### config.mk
export PLATFORM = sky130hd
export DESIGN_NAME = cl_cfg_write_sched
export DESIGN_NICKNAME = d
export VERILOG_FILES = /design/src/rtl/cl_cfg_write_sched.sv
export SDC_FILE = /design/constraint.sdc
export NUM_CORES = 1
export LEC_CHECK = 0
export CAP_MARGIN = 20
export CORE_UTILIZATION = 25
export DETAILED_ROUTE_END_ITERATION = 7
export SKIP_LAST_GASP = 1
export SLEW_MARGIN = 20
export SYNTH_ARGS = -nofsm -noshare
export SYNTH_HDL_FRONTEND = slang
export SYNTH_SLANG_ARGS = --single-unit
### constraint.sdc
create_clock -name clk_fix -period 4.3 [get_ports clk_fix]
set_clock_uncertainty 0.15 [all_clocks]
set_input_delay 0.645 -clock clk_fix [delete_from_list [all_inputs] [get_ports clk_fix]]
set_output_delay 0.645 -clock clk_fix [all_outputs]
set_load 0.01 [all_outputs]
### src/rtl/cl_cfg_write_sched.sv
// Configuration write scheduler: merges buffered Camera Link host writes and
// init-sequencer writes onto one downstream port, round-robin on ties, with a
// programmable idle gap after every completed write.
module cl_cfg_write_sched #(
  parameter int unsigned FIFO_AW    = 2,
  parameter int unsigned GAP_CYCLES = 8
) (
  input  logic        clk_fix,
  input  logic        rst_fix,
  input  logic        rb1_wen,
  input  logic        rb2_wen,
  input  logic        rb3_wen,
  input  logic        rb4_wen,
  input  logic [7:0]  reg_addr,
  input  logic [7:0]  reg_data,
  input  logic        init_req,
  input  logic [1:0]  init_rb,
  input  logic [7:0]  init_addr,
  input  logic [7:0]  init_data,
  output logic        init_ack,
  output logic        wr_valid,
  output logic [1:0]  wr_rb,
  output logic [7:0]  wr_addr,
  output logic [7:0]  wr_data,
  input  logic        wr_ready,
  input  logic        ovf_clr,
  output logic        host_ovf,
  output logic        busy,
  output logic [15:0] wr_count
);

  localparam int unsigned DEPTH = 1 << FIFO_AW;
  localparam int unsigned CNT_W = FIFO_AW + 1;
  localparam int unsigned ENT_W = 18;
  localparam int unsigned GAP_W = 16;

  typedef enum logic [1:0] {S_IDLE, S_ISSUE, S_GAP} state_e;

  state_e             state_q, state_d;
  logic [FIFO_AW-1:0] rd_ptr_q, rd_ptr_d, wr_ptr_q, wr_ptr_d;
  logic [CNT_W-1:0]   cnt_q, cnt_d;
  logic               last_init_q, last_init_d;
  logic [GAP_W-1:0]   gap_q, gap_d;
  logic               wr_valid_q, wr_valid_d;
  logic [1:0]         wr_rb_q, wr_rb_d;
  logic [7:0]         wr_addr_q, wr_addr_d, wr_data_q, wr_data_d;
  logic               init_ack_q, init_ack_d;
  logic               host_ovf_q, host_ovf_d;
  logic               busy_q, busy_d;
  logic [15:0]        wr_count_q, wr_count_d;

  logic [ENT_W-1:0]   mem_q [DEPTH];

  logic               push_c, pop_c, push_ok_c, drop_c, full_c, host_pend_c;
  logic [1:0]         push_rb_c;
  logic [ENT_W-1:0]   push_ent_c;

  // Host capture: lowest-numbered bank wins when several strobes coincide
  always_comb begin
    push_c     = rb1_wen | rb2_wen | rb3_wen | rb4_wen;
    push_rb_c  = rb1_wen ? 2'd0 : rb2_wen ? 2'd1 : rb3_wen ? 2'd2 : 2'd3;
    push_ent_c = {push_rb_c, reg_addr, reg_data};
  end

  // Next-state: arbitration, issue/gap sequencing, FIFO bookkeeping
  always_comb begin
    state_d     = state_q;
    rd_ptr_d    = rd_ptr_q;
    wr_ptr_d    = wr_ptr_q;
    cnt_d       = cnt_q;
    last_init_d = last_init_q;
    gap_d       = gap_q;
    wr_valid_d  = wr_valid_q;
    wr_rb_d     = wr_rb_q;
    wr_addr_d   = wr_addr_q;
    wr_data_d   = wr_data_q;
    init_ack_d  = 1'b0;
    wr_count_d  = wr_count_q;
    pop_c       = 1'b0;
    host_pend_c = (cnt_q != '0);

    case (state_q)
      S_IDLE: begin
        if (host_pend_c && (!init_req || last_init_q)) begin
          {wr_rb_d, wr_addr_d, wr_data_d} = mem_q[rd_ptr_q];
          pop_c       = 1'b1;
          last_init_d = 1'b0;
          wr_valid_d  = 1'b1;
          state_d     = S_ISSUE;
        end else if (init_req) begin
          wr_rb_d     = init_rb;
          wr_addr_d   = init_addr;
          wr_data_d   = init_data;
          init_ack_d  = 1'b1;
          last_init_d = 1'b1;
          wr_valid_d  = 1'b1;
          state_d     = S_ISSUE;
        end
      end
      S_ISSUE: begin
        if (wr_ready) begin
          wr_valid_d = 1'b0;
          wr_count_d = wr_count_q + 16'd1;
          if (GAP_CYCLES == 0) begin
            state_d = S_IDLE;
          end else begin
            state_d = S_GAP;
            gap_d   = GAP_W'(GAP_CYCLES);
          end
        end
      end
      S_GAP: begin
        gap_d = gap_q - GAP_W'(1);
        if (gap_q <= GAP_W'(1)) begin
          gap_d   = '0;
          state_d = S_IDLE;
        end
      end
      default: state_d = S_IDLE;
    endcase

    // A pop in the same cycle frees a slot, so a push into a full FIFO still lands
    full_c    = (cnt_q == CNT_W'(DEPTH));
    push_ok_c = push_c && (!full_c || pop_c);
    drop_c    = push_c && full_c && !pop_c;
    if (pop_c)     rd_ptr_d = rd_ptr_q + FIFO_AW'(1);
    if (push_ok_c) wr_ptr_d = wr_ptr_q + FIFO_AW'(1);
    cnt_d = cnt_q + CNT_W'(push_ok_c) - CNT_W'(pop_c);

    // Overflow is sticky; a drop beats a simultaneous clear
    host_ovf_d = drop_c ? 1'b1 : (ovf_clr ? 1'b0 : host_ovf_q);
    busy_d     = (state_d != S_IDLE) || (cnt_d != '0);
  end

  // Control and output registers
  always_ff @(posedge clk_fix) begin
    if (rst_fix) begin
      state_q     <= S_IDLE;
      rd_ptr_q    <= '0;
      wr_ptr_q    <= '0;
      cnt_q       <= '0;
      last_init_q <= 1'b1;
      gap_q       <= '0;
      wr_valid_q  <= 1'b0;
      wr_rb_q     <= '0;
      wr_addr_q   <= '0;
      wr_data_q   <= '0;
      init_ack_q  <= 1'b0;
      host_ovf_q  <= 1'b0;
      busy_q      <= 1'b0;
      wr_count_q  <= '0;
    end else begin
      state_q     <= state_d;
      rd_ptr_q    <= rd_ptr_d;
      wr_ptr_q    <= wr_ptr_d;
      cnt_q       <= cnt_d;
      last_init_q <= last_init_d;
      gap_q       <= gap_d;
      wr_valid_q  <= wr_valid_d;
      wr_rb_q     <= wr_rb_d;
      wr_addr_q   <= wr_addr_d;
      wr_data_q   <= wr_data_d;
      init_ack_q  <= init_ack_d;
      host_ovf_q  <= host_ovf_d;
      busy_q      <= busy_d;
      wr_count_q  <= wr_count_d;
    end
  end

  // FIFO storage; contents are don't-care while the occupancy count is zero
  always_ff @(posedge clk_fix) begin
    if (push_ok_c && !rst_fix) mem_q[wr_ptr_q] <= push_ent_c;
  end

  assign init_ack = init_ack_q;
  assign wr_valid = wr_valid_q;
  assign wr_rb    = wr_rb_q;
  assign wr_addr  = wr_addr_q;
  assign wr_data  = wr_data_q;
  assign host_ovf = host_ovf_q;
  assign busy     = busy_q;
  assign wr_count = wr_count_q;

endmodule

==> results of run 1 <==
## power groups by stage
stage	logic [W]	clock network, W	registers (W)
after global placement	0.00154	0	0.00187
after CTS	0.00161	0.00156	0.00186
after global routing	0.00173	0.00161	0.00190
after floorplan	0.00103	0	0.00188
final	0.00158	0.00152	0.00186
after detailed placement	0.00160	0	0.00189
## stage by stage
step / setup WS, ps / utilization / total power (W) / cells
global placement: 856 / 0.309 / 0.00341 / 791
global route: 1040 / 0.337 / 0.00524 / 823
detailed placement: 756 / 0.309 / 0.00349 / 791
CTS: 1160 / 0.337 / 0.00502 / 823
floorplan: 1500 / - / 0.00291 / 441
finish: 1180 / 0.337 / 0.00496 / 823
## sequential cells by signal, summed over array words and instances, names as in the netlist, named ones only
register / flops
wr_count: 16
last_init_q: 1
wr_data: 8
state_q: 2
wr_rb: 2
rd_ptr_q: 2
cnt_q: 3
busy: 1
mem_q: 72
wr_ptr_q: 2
wr_addr: 8
init_ack: 1
wr_valid: 1
gap_q: 16
host_ovf: 1
## routing by layer
layer  vias to the layer above  wire [µm]
met5                         -          0
li1                       1821          -
met2                       114       6450
met4                         0        240
met1                      1880       5680
met3                        16        552
## cell usage after synthesis, types with 2 or more instances
master | number | share of area
edfxtp_1 | 72 | 0.38
dfxtp_1 | 66 | 0.23
nor2_1 | 53 | 0.035
nand2_1 | 22 | 0.014
mux2i_1 | 19 | 0.033
a211oi_1 | 18 | 0.024
mux4_2 | 18 | 0.071
inv_1 | 16 | 0.011
a21oi_1 | 14 | 0.012
xnor2_1 | 13 | 0.020
clkbuf_1 | 9 | 0.0059
ha_1 | 9 | 0.020
xor2_1 | 9 | 0.014
nand3_1 | 8 | 0.0070
nor3_1 | 8 | 0.0070
nand2b_1 | 7 | 0.0077
nor4_1 | 7 | 0.0077
o21ai_0 | 7 | 0.0061
a31oi_1 | 4 | 0.0044
and2_1 | 4 | 0.0044
buf_2 | 4 | 0.0035
nand4_1 | 4 | 0.0044
or3_1 | 4 | 0.0044
nor2b_1 | 3 | 0.0033
or4_1 | 3 | 0.0039
a21oi_2 | 2 | 0.0031
and3_1 | 2 | 0.0022
buf_1 | 2 | 0.0013
nand3b_1 | 2 | 0.0026
nor4_2 | 2 | 0.0044
o21ai_1 | 2 | 0.0018
o22ai_1 | 2 | 0.0022
## worst max-delay path: stages
cell and delay, ps:
clkdlybuf4s50_1 450, nand2b_1 100, nand3_1 190, a31o_2 350
ha_1 280, inv_1 40, ha_1 180, fa_1 460
a2111oi_0 430, a31oi_1 130
## logic make-up after synthesis
| family | after synthesis |
|---|---|
| AO/OA/AOI/OAI | 60 |
| XOR/XNOR | 22 |
| adder cells (fa/ha/maj) | 10 |
| buffers and inverters | 34 |
| flip-flops | 138 |
| multiplexers | 37 |
| AND/OR/NAND/NOR | 140 |
## path summary, 6_finish.rpt
kind	endpoint	cells past startpoint	from
max	busy$_SDFF_PP0_	10	init_req
min	host_ovf$_SDFFE_PP0P_	2	host_ovf$_SDFFE_PP0P_
max reg2reg	busy$_SDFF_PP0_	9	state_q[0]$_SDFF_PP0_
min reg2reg	host_ovf$_SDFFE_PP0P_	2	host_ovf$_SDFFE_PP0P_
## cell type report
class                   count  area [µm²]  share of cell area
flip-flops and latches    138        3480               0.468
multi-input cells         269        2080               0.279
repair buffers             88         856               0.115
clock buffers              18         429              0.0577
well taps                 280         350              0.0471
clock inverters            14         186              0.0251
inverters                  16        60.1             0.00807
==> metrics.md, run 1 <==
| Metric | Value |
|---|---|
| Worst-margin pin slew | `962 ps` |
| CTS Buffer Depth | `2` |
| CP Class | `in2reg` |
| Synth Area in XOR/XNOR | `0.0338` |
| Dpl cell area | `0.00683 mm²` |
| First-pass GRT wire length | `20700 µm` |
| Period minus WS final | `3120 ps` |
| Post-synthesis cell count | `441` |
| Clock power frac | `0.306` |
| Vias per inst | `4.65` |
| Ant. Diodes | `0` |
| Warnings from Yosys | `0` |
| Max-cap viol count | `0` |
| Clk root buf | `clkbuf_16` |
| Yosys reg bits | `138` |
| Cts hold-fix bufs | `0` |
| Initial antenna violation count | `0` |
| CTS H-tree depth | `4` |
| Synthesized area per cell | `12.9 µm²` |
| Synth Area in Adders | `0.0233` |
| Switching Fraction | `0.324` |
| Sink Count | `138` |
| Final-report hold violation count | `0` |
| DRT Pass-1 Iters | `6` |
| Most frequent cells in the layout | `79 x clkdlybuf4s50_1, 72 x edfxtp_1, 66 x dfxtp_1` |
| Fin Hold WS | `339 ps` |
| Hpwl dp | `8840 µm` |
| Outcome | `finished clean` |
| EDFF count, synth | `72` |
| TritonCTS Buffers | `17` |
| Starting Density | `0.258` |
| RSZ-0062 raised after global routing | `false` |
| Finished Cell Area | `0.00744 mm²` |
| Die area | `0.0234 mm²` |
| Crit path DAT | `3260 ps` |
| Core Region | `0.0221 mm²` |
| Met2 Track Usage GR | `0.197` |
| Share of layout cells above drive strength 1 | `0.129` |
| Syn nets | `494` |
| NumNets Final | `583` |
| Max Fclk | `0.320 GHz` |
| Post-route antenna net violation count | `0` |
| Starting DRC count in detailed routing | `190` |
| Setup TNS Final | `0 ps` |
| Via count | `3831` |
| CP Capture Type | `register` |
| # rows | `54` |
| Busiest grt layer | `met2` |
| Power density cells | `666 mW/mm²` |
| Post-Route WL | `12900 µm` |
| Crit path max fanout | `5` |
| Post-Synth Simple-Gate Area | `0.129` |
| Largest net degree at the start of global routing | `37` |
| Worst VDD drop | `0.000314 V` |
| DIE WIDTH | `153 µm` |
| Type of the worst min-delay path | `reg2reg` |
| Compound-Gate Fraction of Synth Area | `0.0733` |
| Final setup violation count | `0` |
| Sequential power share | `0.375` |
| Clk_lat worst skew | `410 ps` |
| Final Max Slew Viols | `0` |
| Post-synth cell types | `58` |
| DRC Markers | `0` |
| Critical path required time | `4440 ps` |
| Congestion Overflow GR | `0` |
| Die height | `153 µm` |
| Commonest non-fill, non-tap cell in the layout | `clkdlybuf4s50_1` |
| # fillers | `2129` |
| Post-CTS setup buffer count | `0` |
| IO Count | `81` |
| WL/cell | `15.7 µm` |
| Global Route met3 Usage | `0.0369` |
| Area of the mapped netlist | `0.00570 mm²` |
| Synth-to-Final Area Change | `30.4%` |
| Comb pwr share | `0.319` |
| Asr flop ratio synth | `0` |
| Flop2flop setup slack | `1280 ps` |
| P_leak | `2.56 nW` |
| CTS tree | `built` |
| Sequential share of the synthesized area | `0.611` |
| Period utilization | `0.726` |
| Grt met1 use | `0.136` |
| Net Sw Power | `0.00161 W` |
| GRT Util Overall | `0.117` |
| Final GP Congestion | `0.756` |
| Nature of the critical path startpoint | `input port` |
| Int Pwr | `0.00335 W` |
| Worst slew margin | `0.358` |
| Main flop type after synthesis | `edfxtp_1` |
| Cts repair resizes | `0` |
| Mux share of post-synthesis cell area | `0.104` |
| Vias in the first global route | `3951` |
| Main combinational cell family by area after synthesis | `simple AND/OR/NAND/NOR gates` |
| IO buf count | `80` |
| CTS clk-pin slew, worst paths | `60 ps` |
Power figures use the tool's default switching activity.
==> run 2: changes to the inputs <==
==> constraint.sdc (replaced) <==
create_clock -name clk_fix -period 2.7 [get_ports clk_fix]
set_clock_uncertainty 0.15 [all_clocks]
set_input_delay 0.405 -clock clk_fix [delete_from_list [all_inputs] [get_ports clk_fix]]
set_output_delay 0.405 -clock clk_fix [all_outputs]
set_load 0.01 [all_outputs]
==> run 2 against run 1 <==
  * Core utilization up 0.83 points
  * Die area stayed put
  * Via count up 0.39%
  * First-iteration DRC count decreased by 15%
==> metrics.md, run 2 (synthesis results as in run 1) <==
| Metric | Value |
|---|---|
| Period minus WS final | `2580 ps` |
| Ant. Diodes | `0 (unchanged)` |
| Crit path DAT | `2730 ps (-530 ps)` |
| Post-route antenna net violation count | `0 (unchanged)` |
| Setup TNS Final | `0 ps (unchanged)` |
| P_leak | `2.65 nW (+3.6%)` |
| Final non-filler cell total | `841 (+2.2%)` |
| Switching Fraction | `0.328 (+0.00382)` |
| Initial antenna violation count | `0 (unchanged)` |
| Final-report hold violation count | `0 (unchanged)` |
| Critical path's slowest cell | `fa_1` |
| RR Startpoint | `cnt_q[1]$_SDFF_PP0_` |
| Via count | `3846 (+0.39%)` |
| DRC Markers | `0 (unchanged)` |
| IO buf count | `80 (unchanged)` |
| Crit path largest cell delay | `460 ps (about the same)` |
| Max-cap viol count | `0 (unchanged)` |
| Sequential power share | `0.367 (-0.008)` |
| Worst slew margin | `0.586 (+0.228)` |
| RSZ-0062 raised after global routing | `false` |
| NumNets Final | `601 (+3.1%)` |
| Power density cells | `1040 mW/mm² (+56%)` |
| Pwr Total | `0.00794 W (+60%)` |
| CTS Buffer Depth | `2 (unchanged)` |
| Type of the worst min-delay path | `in2reg` |
| Int Pwr | `0.00534 W (+59%)` |
| Starting Density | `0.258 (unchanged)` |
| Final Max Slew Viols | `0 (unchanged)` |
| DIE WIDTH | `153 µm (unchanged)` |
| WL/cell | `15.3 µm (-2.5%)` |
| Max reg flops | `72 (unchanged)` |
| Cts hold-fix bufs | `0 (unchanged)` |
| Sink Count | `138 (unchanged)` |
| CP startpoint | `cnt_q[1]$_SDFF_PP0_` |
| CP Capture Type | `register` |
| CTS clk-pin slew, worst paths | `60 ps (about the same)` |
| Largest net degree at the start of global routing | `25 (-32%)` |
| Worst VDD drop | `0.000497 V (+58%)` |
| Clock power frac | `0.285 (-0.021)` |
| Clk_lat worst skew | `420 ps (about the same)` |
| Placed Cells | `809 (+2.3%)` |
| Clk root buf | `clkbuf_16` |
| Die area | `0.0234 mm² (unchanged)` |
| # rows | `54 (unchanged)` |
| TritonCTS Buffers | `17 (unchanged)` |
| Final GP Congestion | `0.768 (+1.6%)` |
| Starting DRC count in detailed routing | `162 (-15%)` |
| Max Fclk | `0.388 GHz` |
| Synth-to-Final Area Change | `33.6%` |
| Net Sw Power | `0.00260 W (+62%)` |
| GRT Util Overall | `0.117 (+0.000126)` |
| CTS H-tree depth | `4 (unchanged)` |
| Post-Route WL | `12900 µm (-0.39%)` |
| Final setup violation count | `0 (unchanged)` |
| CTS tree | `built` |
| Worst-margin pin slew | `615 ps (-346 ps)` |
| Period utilization | `0.956` |
| Vias in the first global route | `3925 (-0.66%)` |
| Crit path max fanout | `4 (-1)` |
| Core Region | `0.0221 mm² (unchanged)` |
| First-pass GRT wire length | `20800 µm (+0.40%)` |
| IO Count | `81 (unchanged)` |
| Nature of the critical path startpoint | `register` |
| Share of layout cells above drive strength 1 | `0.164 (+0.0351)` |
| Commonest non-fill, non-tap cell in the layout | `clkdlybuf4s50_1` |
| Register name with the most flops | `mem_q` |
| Critical path required time | `2850 ps (-1590 ps)` |
| Outcome | `finished clean` |
| Hpwl dp | `8850 µm (+0.15%)` |
| CP Class | `reg2reg` |
| DRT Pass-1 Iters | `4 (-2)` |
| Congestion Overflow GR | `0 (unchanged)` |
| Most frequent cells in the layout | `79 x clkdlybuf4s50_1, 72 x edfxtp_1, 66 x dfxtp_1` |
| CP cell instances | `or3_4, nand3_2, buf_4, inv_1, ha_1, inv_1, ha_1, fa_1, a2111oi_2, a31oi_1` |
| Comb pwr share | `0.348 (+0.029)` |
| Worst Min Path Start | `rst_fix` |
| Die height | `153 µm (unchanged)` |
| Vias per inst | `4.57 (-1.8%)` |
==> run 2: cell types whose count changed in the layout (fill, tap and decap cells not counted), sizes merged <==
cell	before	now
buf	9	27
bufinv	3	1
clkbuf	18	19
clkinv	5	6
==> run 2: timing repair <==
| item | CTS | global route |
|---|---|---|
| pin swaps | 0 | 0 |
| gates resized for setup | 2 | 3 |
| endpoints found under the setup margin | 1 | 1 |
| buffers inserted | 0 | 0 |
==> run 2: power groups by stage <==
| stage | clock (W) | sequential (W) | combinational [W] |
|---|---|---|---|
| 2_1_floorplan | 0 | 0.00300 | 0.00164 |
| 3_3_place_gp | 0 | 0.00293 | 0.00270 |
| 3_5_place_dp | 0 | 0.00296 | 0.00276 |
| 4_1_cts | 0.00232 | 0.00292 | 0.00278 |
| 5_1_grt | 0.00241 | 0.00297 | 0.00302 |
| 6_report | 0.00226 | 0.00291 | 0.00277 |
==> run 2: metrics by stage <==
step | hold slack, ps | util | setup WS (ps) | cell area (µm²)
final | 260 | 0.345 | 120 | 7620
after global routing | 262 | 0.345 | 20.9 | 7620
after CTS | 243 | 0.344 | 16.8 | 7610
after detailed placement | 320 | 0.318 | -520 | 7020
after global placement | 303 | 0.318 | -488 | 7020
after floorplan | 296 | - | 35.5 | 5700
==> run 2: worst max-delay path: cells and delay by family (launching register included) <==
family,cells,cell delay (ps)
buffers and inverters,3,200
adder cells (fa/ha/maj),3,910
flip-flops,1,310
AND/OR/NAND/NOR,2,480
AO/OA/AOI/OAI,2,400
==> run 2: routing by layer <==
metal	vias to the layer above	wire, µm	part of all wire	track usage
met2	104	6370	0.50	0.195
met3	17	616	0.048	0.0397
li1	1859	-	-	-
met1	1866	5680	0.44	0.139
met5	-	0	0	0
met4	0	201	0.016	0.0452
==> run 2: worst paths after layout <==
check / to / depth (start not counted) / slack [ps]
worst max-delay path: busy$_SDFF_PP0_ / 10 / 120
worst max register to register: busy$_SDFF_PP0_ / 10 / 120
worst min-delay path: wr_count[3]$_SDFFE_PP0P_ / 2 / 260
worst min register to register: wr_valid$_SDFFE_PP0P_ / 2 / 320
==> run 2: layout make-up <==
| class | count | area [µm²] |
|---|---|---|
| sequential | 138 | 3480 |
| clock inverter | 13 | 135 |
| fill | 2126 | 14500 |
| timing repair buffer | 106 | 1050 |
| multi-input combinational | 269 | 2100 |
| tap | 280 | 350 |
| clock buffer | 19 | 443 |
| inverter | 16 | 60.1 |
==> run 3: changes to the inputs <==
--- a/config.mk
+++ b/config.mk
@@ -6,8 +6,9 @@
 export NUM_CORES = 1
 export LEC_CHECK = 0
 export CAP_MARGIN = 20
-export CORE_UTILIZATION = 25
+export CORE_UTILIZATION = 54
 export DETAILED_ROUTE_END_ITERATION = 7
+export PLACE_DENSITY = 0.79
 export SKIP_LAST_GASP = 1
 export SLEW_MARGIN = 20
 export SYNTH_ARGS = -nofsm -noshare
==> constraint.sdc (replaced) <==
create_clock -name clk_fix -period 2.8 [get_ports clk_fix]
set_clock_uncertainty 0.15 [all_clocks]
set_input_delay 0.42 -clock clk_fix [delete_from_list [all_inputs] [get_ports clk_fix]]
set_output_delay 0.42 -clock clk_fix [all_outputs]
set_load 0.01 [all_outputs]
==> run 3 against run 2 <==
  * Clock power shrank 6%
  * Design area shrank 3.0%
  * Critical endpoint unchanged
  * Non-clock buffer count is the same
  * First-iteration DRC count grew 37%
  * Routed wire length shrank 5.2%
  * Worst hold slack lost 48 ps
  * Critical path type unchanged
  * Fmax shrank 6.1%
  * Sequential power shrank 2%
  * Core utilization grew 37 points
==> metrics.md, run 3 (synthesis results as in run 1) <==
| Metric | Value |
|---|---|
| Outcome | `finished clean` |
| Core Region | `0.0103 mm² (-53%)` |
| Cts hold-fix bufs | `0 (unchanged)` |
| Ant. Diodes | `0 (unchanged)` |
| Max reg flops | `72 (unchanged)` |
| Setup TNS Final | `0 ps (unchanged)` |
| Flop2flop setup slack | `50 ps (-70 ps)` |
| Hpwl dp | `8090 µm (-8.6%)` |
| Max Fclk | `0.364 GHz (-6.1%)` |
| CTS tree | `built` |
| P_leak | `2.62 nW (-1.3%)` |
| IO Count | `81 (unchanged)` |
| Worst-margin pin slew | `587 ps (-27.9 ps)` |
| Switching Fraction | `0.325 (-0.00264)` |
| CTS H-tree depth | `4 (unchanged)` |
| Die area | `0.0110 mm² (-53%)` |
| Clock power frac | `0.281 (-0.004)` |
| Type of the worst min-delay path | `in2reg` |
| Finished Cell Area | `0.00740 mm² (-3.0%)` |
| Synth-to-Final Area Change | `29.7%` |
| Sequential power share | `0.373 (+0.006)` |
| Initial antenna violation count | `0 (unchanged)` |
| RR Startpoint | `cnt_q[2]$_SDFF_PP0_` |
| WHS Path Cells | `2 (unchanged)` |
| Register name with the most flops | `mem_q` |
| # rows | `37 (-31%)` |
| Comb pwr share | `0.346 (-0.002)` |
| CP Capture Type | `register` |
| Share of layout cells above drive strength 1 | `0.166 (+0.00178)` |
| Crit path DAT | `2980 ps (+250 ps)` |
| TritonCTS Buffers | `17 (unchanged)` |
| Int Pwr | `0.00513 W (-3.9%)` |
| Nature of the critical path startpoint | `register` |
| Final GP Congestion | `0.884 (+15%)` |
| Max-cap viol count | `0 (unchanged)` |
| NumNets Final | `601 (unchanged)` |
| DRC Markers | `0 (unchanged)` |
| Vias per inst | `5.60 (+22%)` |
| WL/cell | `17.5 µm (+14%)` |
| Vias in the first global route | `3959 (+0.87%)` |
| Worst R2R Path Depth | `10 (unchanged)` |
| Pwr Total | `0.00761 W (-4.3%)` |
| Power density cells | `1030 mW/mm² (-1.3%)` |
| First-pass GRT wire length | `19700 µm (-5.3%)` |
| Crit path max fanout | `4 (unchanged)` |
| Post-Route WL | `12200 µm (-5.2%)` |
| Sink Count | `138 (unchanged)` |
| Period minus WS final | `2750 ps (+168 ps)` |
| Hold Path End | `gap_q[6]$_SDFFE_PP0P_` |
| Critical path required time | `3030 ps (+180 ps)` |
| Clk root buf | `clkbuf_8` |
| Placed Cells | `664 (-18%)` |
| Final setup violation count | `0 (unchanged)` |
| Period utilization | `0.982 (+0.0260)` |
| Commonest non-fill, non-tap cell in the layout | `clkdlybuf4s50_1` |
| Most frequent cells in the layout | `79 x clkdlybuf4s50_1, 72 x edfxtp_1, 64 x dfxtp_1` |
| Final non-filler cell total | `697 (-17%)` |
| Largest net degree at the start of global routing | `40 (+60%)` |
| Net Sw Power | `0.00247 W (-5.0%)` |
| CTS Buffer Depth | `2 (unchanged)` |
| Final Max Slew Viols | `0 (unchanged)` |
| GRT Util Overall | `0.238 (+0.121)` |
| CTS clk-pin slew, worst paths | `60 ps (about the same)` |
| Clk_lat worst skew | `520 ps (+100 ps)` |
| DRT Pass-1 Iters | `4 (unchanged)` |
| Congestion Overflow GR | `0 (unchanged)` |
| Via count | `3904 (+1.5%)` |
| Post-route antenna net violation count | `0 (unchanged)` |
| Starting DRC count in detailed routing | `222 (+37%)` |
| Fin Hold WS | `212 ps (-48.0 ps)` |
| Final-report hold violation count | `0 (unchanged)` |
| Worst VDD drop | `0.000825 V (+66%)` |
| DIE WIDTH | `105 µm (-32%)` |
| Starting Density | `0.555 (+0.297)` |
| CP Class | `reg2reg` |
| IO buf count | `80 (unchanged)` |
| Die height | `105 µm (-32%)` |
| Worst Min Path Start | `rst_fix` |
| Worst slew margin | `0.607 (+0.0206)` |
| RR Endpoint | `busy$_SDFF_PP0_` |
| Dpl cell area | `0.00679 mm² (-3.4%)` |
-- run 3: cell count changes in the layout (fill, tap and decap cells not counted), moves of 2 or more --
| cell | previous run | this run |
|---|---|---|
| clkinv_4 | 5 | 2 |
| dfxtp_1 | 66 | 64 |
| buf_12 | 5 | 1 |
| buf_4 | 21 | 24 |
| clkinvlp_4 | 1 | 5 |
| inv_8 | 2 | 0 |
| clkbuf_1 | 1 | 3 |
-- run 3: worst max-delay path, stage by stage, from the launching register on --
cell	delay, ps
dfxtp_4	350
or3_4	410
nand3_4	110
buf_6	100
inv_1	40
ha_1	260
inv_1	40
ha_2	170
fa_1	490
a2111oi_2	360
a31oi_1	140
-- run 3: final cells by class --
| class | count | area, µm² |
|---|---|---|
| Clock inverter | 12 | 141 |
| Multi-Input combinational cell | 269 | 2100 |
| Fill cell | 699 | 2880 |
| Sequential cell | 138 | 3490 |
| Clock buffer | 20 | 425 |
| Tap cell | 136 | 170 |
| Inverter | 16 | 60.1 |
| Timing Repair Buffer | 106 | 1010 |
-- run 3: power groups by stage --
| stage | combinational (W) | clock [W] | sequential [W] |
|---|---|---|---|
| 2_1_floorplan | 0.00158 | 0 | 0.00289 |
| 3_3_place_gp | 0.00247 | 0 | 0.00283 |
| 3_5_place_dp | 0.00253 | 0 | 0.00286 |
| 4_1_cts | 0.00258 | 0.00217 | 0.00284 |
| 5_1_grt | 0.00286 | 0.00225 | 0.00288 |
| 6_report | 0.00263 | 0.00213 | 0.00284 |
-- run 3: worst max-delay path by stage --
| stage | from | endpoint | slack (ps) | cells after the start |
|---|---|---|---|---|
| after CTS | cnt_q[1]$_SDFF_PP0_ | busy$_SDFF_PP0_ | 10 | 10 |
| after global placement | rb2_wen | busy$_SDFF_PP0_ | -230 | 10 |
| after detailed placement | rb1_wen | busy$_SDFF_PP0_ | -310 | 10 |
| after floorplan | cnt_q[1]$_SDFF_PP0_ | busy$_SDFF_PP0_ | 140 | 9 |
| final | cnt_q[2]$_SDFF_PP0_ | busy$_SDFF_PP0_ | 50 | 10 |
| after global routing | cnt_q[2]$_SDFF_PP0_ | busy$_SDFF_PP0_ | -50 | 10 |
-- run 3: what timing repair did --
item / CTS / global route
buffers inserted: 0 / 1
setup endpoints to repair: 1 / 1
pin swaps: 0 / 5
resized for setup: 1 / 10
-- run 3: metal layers --
layer  routed length (µm)  GRT usage
met5                    0          0
met4                  125     0.0976
met3                  700     0.0599
met2                 6390      0.411
met1                 4980      0.285
-- run 3: per-stage QoR --
step,util,setup slack (ps)
after floorplan,-,136
after global placement,0.660,-232
after detailed placement,0.660,-314
after CTS,0.715,12.9
after global routing,0.720,-50.8
final,0.720,51.5
